$ cat config.mk
export PLATFORM = sky130hd
export DESIGN_NAME = dec_scan_onehot
export DESIGN_NICKNAME = d
export VERILOG_FILES = /design/src/rtl/dec_scan_onehot.sv
export SDC_FILE = /design/constraint.sdc
export NUM_CORES = 1
export LEC_CHECK = 0
export BUFFER_PORTS_ARGS = -buffer_cell sky130_fd_sc_hd__buf_2
export CAP_MARGIN = 20
export CORE_AREA = 2 2 49 51
export DETAILED_ROUTE_END_ITERATION = 7
export DIE_AREA = 0 0 51 53
export PLACE_DENSITY = 0.78
export SYNTH_ARGS = -nofsm -noshare
export SYNTH_HDL_FRONTEND = slang
export SYNTH_SLANG_ARGS = --single-unit
$ cat constraint.sdc
create_clock -name clk -period 5.3 [get_ports clk]
set_input_delay 0.53 -clock clk [delete_from_list [all_inputs] [get_ports clk]]
set_output_delay 0.53 -clock clk [all_outputs]
set_load 0.1 [all_outputs]
$ cat src/rtl/dec_scan_onehot.sv
// Registered SEL_W-to-2^SEL_W one-hot decoder with a direct-decode mode and an
// autonomous scan mode that walks every output line, holding each dwell+1 cycles.
module dec_scan_onehot #(
    parameter int SEL_W   = 3,
    parameter int DWELL_W = 8
) (
    input  logic                    clk,
    input  logic                    rst_n,
    input  logic                    enable,
    input  logic                    mode,
    input  logic [SEL_W-1:0]        sel,
    input  logic                    load,
    input  logic [DWELL_W-1:0]      dwell,
    output logic [(1<<SEL_W)-1:0]   out,
    output logic [SEL_W-1:0]        idx,
    output logic                    wrap
);

    localparam int N = 1 << SEL_W;
    localparam logic [SEL_W-1:0] IDX_MAX = {SEL_W{1'b1}};

    typedef enum logic [1:0] {
        ACT_FREEZE,   // disabled: blank outputs, keep idx/cnt
        ACT_LOAD,     // direct decode or scan load: take sel
        ACT_STEP,     // dwell expired: advance to next line
        ACT_HOLD      // still dwelling on the current line
    } act_e;

    act_e               act;
    logic [DWELL_W-1:0] cnt;
    logic [SEL_W-1:0]   idx_inc;

    function automatic logic [N-1:0] onehot(input logic [SEL_W-1:0] i);
        return {{(N-1){1'b0}}, 1'b1} << i;
    endfunction

    assign idx_inc = idx + 1'b1;

    // >= rather than == so a dwell lowered below cnt mid-hold steps at once.
    always_comb begin
        // NOTE: a default assignment first means every path drives act, so no latch is inferred.
        act = ACT_HOLD;
        if (!enable)
            act = ACT_FREEZE;
        else if (!mode || load)
            act = ACT_LOAD;
        else if (cnt >= dwell)
            act = ACT_STEP;
    end

    always_ff @(posedge clk) begin
        // NOTE: non-blocking assignments here so every register samples pre-edge values of the others.
        if (!rst_n) begin
            out  <= '0;
            idx  <= '0;
            wrap <= 1'b0;
            cnt  <= '0;
        end else begin
            case (act)
                ACT_FREEZE: begin
                    out  <= '0;
                    wrap <= 1'b0;
                end
                ACT_LOAD: begin
                    idx  <= sel;
                    out  <= onehot(sel);
                    cnt  <= '0;
                    wrap <= 1'b0;
                end
                ACT_STEP: begin
                    idx  <= idx_inc;
                    out  <= onehot(idx_inc);
                    cnt  <= '0;
                    wrap <= (idx == IDX_MAX);
                end
                default: begin
                    out  <= onehot(idx);
                    cnt  <= cnt + 1'b1;
                    wrap <= 1'b0;
                end
            endcase
        end
    end

endmodule

# Yosys cells after proc, flatten, opt, wreduce, memory -nomap -nowiden
# Cells that the tools add are included.
[word_totals] ff_bits=20 elab_cells=25
[classes] addsub=2 magnitude_cmp=1 n_eq_ne=3 n_shift=3 n_mux=6 reduce_logical=6
[ops] op="one-hot mux 8 bit (3 select lines)" n=1
[ops] op="<< shifter 1 x 3 -> 8 bit, first input constant" n=3
[ops] op="one-hot mux 8 bit (2 select lines)" n=1
[ops] op="adder 8 x 1 -> 8 bit, second input constant" n=1
[ops] op=">= comparator 8 bit" n=1
[ops] op="one-hot mux 3 bit (2 select lines)" n=1
[ops] op="2-to-1 mux 2 bit" n=2
[ops] op="adder 3 x 1 -> 3 bit, second input constant" n=1
[ops] op="equality test 3 bit, second input constant" n=1
[ops] op="equality test 2 x 1 -> 1 bit, second input constant" n=1
[ops] op="equality test 2 bit, second input constant" n=1
[ops] op="logical NOT 2 bit" n=1
[ops] op="AND reduction 2 bit" n=1
[ops] op="nonzero test 2 bit" n=1
[ops] op="OR reduction 2 bit" n=1
[ops] op="logical NOT 1 bit" n=1
[ops] op="logical OR 1 bit" n=1
[ops] op="2-to-1 mux 1 bit" n=1

# Depth between registers and ports, before layout
[depth] ltp_word=7 ltp_mapped=8 mapped_depth_nobuf=8

# Worst setup path before layout
# Ideal clock, no wire load.
[synth_path] path_kind="register to register" startpoint="register idx[0]" endpoint="register out[5]" t_arrival_ns=2.214 t_required_ns=5.168 path_slack_ns=2.954 path_stages_with_launch=8 n_path_buf=0 period_less_slack_ns=2.346 path_cell_list="dfxtp_1 ha_1 ha_1 nand2_1 o21ai_0 o211a_1 a41oi_1 nor3_1"
[synth_via] elab_chain_cells=3 elab_cells_between_ends=4 cone_classes="add/sub: 1; shift: 2; mux: 1"
[synth_rtl] element="start: declaration" line_no="15" rtl="output logic [SEL_W-1:0] idx,"
[synth_rtl] element="start signal: assignment" line_no="65" rtl="idx <= sel;"
[synth_rtl] element="start signal: assignment" line_no="71" rtl="idx <= idx_inc;"
[synth_rtl] element="adder 3 x 1 -> 3 bit" line_no="37" rtl="assign idx_inc = idx + 1'b1;"
[synth_rtl] element="<< shifter 1 x 3 -> 8 bit" line_no="34" rtl="return {{(N-1){1'b0}}, 1'b1} << i;"
[synth_rtl] element="one-hot mux 8 bit (3 select lines) (*)" line_no="59" rtl="case (act)"
[synth_rtl] element="end signal: assignment" line_no="66" rtl="out <= onehot(sel);"
[synth_rtl] element="end signal: assignment" line_no="72" rtl="out <= onehot(idx_inc);"
[synth_rtl] element="end signal: assignment" line_no="77" rtl="out <= onehot(idx);"
[synth_rtl] element="end: declaration" line_no="14" rtl="output logic [(1<<SEL_W)-1:0] out,"
# Mark *: on every way between the ends. The rest lies on a longest branch, timed or not.
# A chain may end at the register's enable or synchronous reset.

# Worst setup path in the final report
[layout_path] startpoint="register cnt[0]" endpoint="register out[1]"
[layout_via] elab_chain_cells=6 elab_cells_between_ends=8 cone_classes="order compare: 1; eq/ne: 2; mux: 4; reduce/logical: 1"
[layout_rtl] element="start: declaration" line_no="30" rtl="logic [DWELL_W-1:0] cnt;"
[layout_rtl] element="start signal: assignment" line_no="78" rtl="cnt <= cnt + 1'b1;"
[layout_rtl] element=">= comparator 8 bit (*)" line_no="47" rtl="else if (cnt >= dwell)"
[layout_rtl] element="2-to-1 mux 1 bit (*)" line_no="47"
[layout_rtl] element="2-to-1 mux 2 bit (*)" line_no="45" rtl="else if (!mode || load)"
[layout_rtl] element="2-to-1 mux 2 bit (*)" line_no="43" rtl="if (!enable)"
[layout_rtl] element="equality test 2 bit (tied with other cells)" line_no="59"
[layout_rtl] element="one-hot mux 8 bit (3 select lines) (*)" line_no="59"
# Marks and branches as above.

==> insert_results.sql <==
INSERT INTO impl_metrics (metric_group, metric, value, unit) VALUES
('timing', 'slew_headroom', '67.8', '%'),
('worst_hold_path', 'min-delay-path-class', 'primary input to flip-flop', ''),
('yosys', 'ys_types', '35', ''),
('cells_and_area', 'antenna_cells', '0', ''),
('power', 'p_per_area', '257', 'nW/um^2'),
('cells_and_area', 'area_growth_syn_to_layout', '18.9', '%'),
('worst_setup_path', 'critical_path.startpoint_type', 'flip-flop', ''),
('yosys', 'synthArstFlopShare', '0', '%'),
('timing', 'min_period_over_period', '44.7', '%'),
('worst_setup_path', 'critPathRequiredTime', '5.52', 'ns'),
('timing', 'setup_slack', '2.93', 'ns'),
('clock_tree', 'clock_sink_count', '20', ''),
('timing', 'clock-skew-final', '0.00673', 'ns'),
('worst_setup_path', 'timing.setup.critical_path_class', 'flip-flop to flip-flop', ''),
('timing', 'transition_time_at_the_pin_with_the_least_slew_margin', '0.486', 'ns'),
('power', 'irDropWorstVdd', '143', 'uV'),
('clock_tree', 'cts_buffer_depth', '2', ''),
('floorplan', 'chipWidth', '51', 'um'),
('floorplan', 'core_region_area', '2150', 'um^2'),
('route', 'routed_via_density', '5.51', ''),
('placed_design', 'portBuffers', '27', ''),
('yosys', 'synth_sequential_area_ratio', '35.7', '%'),
('global_routing', 'grt_first_pass_wirelength', '3910', 'um'),
('worst_setup_path', 'timing.rr.end', 'out[1]$_SDFF_PP0_', ''),
('cells_and_area', 'fin_nets', '183', ''),
('placed_design', 'place.gp.congestion', '0.849', ''),
('run', 'drv_cap', '0', ''),
('worst_setup_path', 'worst-path-max-fanout', '6', ''),
('timing', 'maxClockFrequency', '422', 'MHz'),
('timing', 'grt_setup_unrepaired', 'no', ''),
('cells_and_area', 'layout.core_utilization', '62.0', '%'),
('global_routing', 'antenna_found_initial', '0', ''),
('power', 'total_power', '343', 'uW'),
('worst_hold_path', 'hold-path-endpoint', 'wrap$_SDFF_PN0_', ''),
('global_routing', 'groute.usage.overall', '20.0', '%'),
('floorplan', 'core.rowCount', '17', ''),
('worst_setup_path', 'crit_path_end_kind', 'flip-flop', ''),
('route', 'detail_route.first_pass.iterations', '4', ''),
('timing', 'final-hold-violation-count', '0', ''),
('route', 'route.final.wire_length', '2320', 'um'),
('worst_setup_path', 'crit-reg2reg-launch', 'cnt[0]$_SDFFE_PN0P_', ''),
('cells_and_area', 'drive_above_1_share', '23.2', '%'),
('clock_tree', 'cts.repair_timing.setup_buffer_count', '0', ''),
('yosys', 'syn_area', '1120', 'um^2'),
('clock_tree', 'cts_repair_resize_count', '0', ''),
('power', 'power.leakage', '0.640', 'nW'),
('route', 'drc_errors', '0', ''),
('clock_tree', 'clk-insertion-delay-late', '0.31', 'ns'),
('worst_setup_path', 'cp.arrival', '2.59', 'ns'),
('worst_setup_path', 'r2r_setup_slack', '2.93', 'ns'),
('global_routing', 'via_count_of_the_first_global_routing_pass', '951', ''),
('clock_tree', 'root_buffer', 'sky130_fd_sc_hd__clkbuf_4', ''),
('route', 'detail_route.iter0.violations', '11', ''),
('floorplan', 'ioPinCount', '28', ''),
('route', 'drt-wirelength-per-cell', '12.7', 'um'),
('floorplan', 'height_of_the_die', '53', 'um'),
('placed_design', 'post-place-ws', '2.79', 'ns'),
('cells_and_area', 'final_common_cell', 'sky130_fd_sc_hd__buf_2', ''),
('timing', 'slew_violations', '0', ''),
('worst_setup_path', 'worstRegToRegCells', '8', ''),
('global_routing', 'globalRouteOverflowTotal', '0', ''),
('route', 'overall_via_count_from_detail_route', '1008', ''),
('timing', 'setup_tns', '0', 'ns'),
('status', 'status', 'completed', ''),
('clock_tree', 'worst_setup_hold_path_clk_slew', '0.12', 'ns'),
('timing', 'timing.final.setup_violations', '0', ''),
('clock_tree', 'cts_tree', 'yes', ''),
('clock_tree', 'htree_num_levels', '1', ''),
('route', 'route.antenna.remaining_nets', '0', ''),
('yosys', 'yosys_warnings', '0', ''),
('cells_and_area', 'mostFrequentLayoutCells', 'sky130_fd_sc_hd__buf_2 (27), sky130_fd_sc_hd__dfxtp_1 (20), sky130_fd_sc_hd__nor2_1 (12)', '');
-- worst max-delay path: stages (launching register included) --
cell,delay (ns)
sky130_fd_sc_hd__dfxtp_1,0.39
sky130_fd_sc_hd__inv_1,0.10
sky130_fd_sc_hd__ha_1,0.27
sky130_fd_sc_hd__nand2b_4,0.15
sky130_fd_sc_hd__a2111oi_4,0.42
sky130_fd_sc_hd__o21bai_2,0.17
sky130_fd_sc_hd__a31oi_2,0.34
sky130_fd_sc_hd__a22oi_1,0.20
sky130_fd_sc_hd__nor3_1,0.24
-- flip-flops by register name, summed over array words and instances (netlist names) --
register  cells
out           8
cnt           8
wrap          1
idx           3
-- layer usage --
layer  global-route usage (%)  routed length [um]  vias up
met5                        0                   0        -
met2                     37.2                1180       28
met1                     20.1                 955      458
li1                         -                   -      513
met4                     13.5                  82        0
met3                     3.95                 109        9
-- cell families (layout without fill, tap and decap cells) --
logic type | after synthesis | in the layout | synth area share [%]
XOR/XNOR | 6 | 6 | 4.69
adder cells (fa/ha/maj) | 11 | 11 | 12.3
AND/OR/NAND/NOR | 50 | 50 | 22.2
buffers and inverters | 13 | 41 | 4.35
flip-flops | 20 | 20 | 35.7
AO/OA/AOI/OAI | 27 | 27 | 20.8
-- Yosys cell counts, types with 2 or more instances --
cell	number	share of area, %
sky130_fd_sc_hd__dfxtp_1	20	36
sky130_fd_sc_hd__nor2_1	12	4.0
sky130_fd_sc_hd__ha_1	11	12
sky130_fd_sc_hd__nor3_1	11	4.9
sky130_fd_sc_hd__inv_1	10	3.3
sky130_fd_sc_hd__nand2_1	10	3.3
sky130_fd_sc_hd__nand4_1	4	2.2
sky130_fd_sc_hd__xor2_1	4	3.1
sky130_fd_sc_hd__a21oi_1	3	1.3
sky130_fd_sc_hd__clkbuf_1	3	1.0
sky130_fd_sc_hd__nand3_1	3	1.3
sky130_fd_sc_hd__nor2b_1	3	1.7
sky130_fd_sc_hd__a21boi_0	2	1.3
sky130_fd_sc_hd__a21o_1	2	1.3
sky130_fd_sc_hd__a221o_1	2	1.8
sky130_fd_sc_hd__a221oi_1	2	1.6
sky130_fd_sc_hd__a31oi_1	2	1.1
sky130_fd_sc_hd__and2_1	2	1.1
sky130_fd_sc_hd__nand2b_1	2	1.1
sky130_fd_sc_hd__o21ai_0	2	0.89
sky130_fd_sc_hd__o31ai_1	2	1.3
sky130_fd_sc_hd__xnor2_1	2	1.6
-- layout make-up --
type                    instances  area [um^2]
well taps                      28         35.0
clock buffers                   3         22.5
flip-flops and latches         20          400
clock inverters                 1         30.0
fillers                       206          816
repair buffers                 27          135
inverters                      10         37.5
multi-input cells              94          672
-- through the flow --
stage	hold WS (ns)	cells	cell area [um^2]
after detailed placement	0.523	179	1280
after CTS	0.507	183	1330
after floorplan	0.483	127	1120
final	0.514	183	1330
after global routing	0.520	183	1330
after global placement	0.523	179	1280
-- worst max-delay path by stage --
stage | startpoint | endpoint | slack (ns) | cells after the start
detailed placement | dwell[0] | out[1]$_SDFF_PP0_ | 2.79 | 8
floorplan | idx[0]$_SDFFE_PN0N_ | out[5]$_SDFF_PP0_ | 2.95 | 7
finish | cnt[0]$_SDFFE_PN0P_ | out[1]$_SDFF_PP0_ | 2.93 | 8
CTS | cnt[0]$_SDFFE_PN0P_ | out[1]$_SDFF_PP0_ | 2.94 | 8
global placement | dwell[0] | out[5]$_SDFF_PP0_ | 2.85 | 8
global route | cnt[0]$_SDFFE_PN0P_ | out[3]$_SDFF_PP0_ | 2.75 | 8
-- where the power goes --
part           total, mW  internal (mW)  switching [mW]
clock              0.125         0.0764          0.0488
combinational     0.0617         0.0186          0.0431
sequential         0.156          0.153         0.00236
No activity file was read; power rests on OpenSTA's default activity.
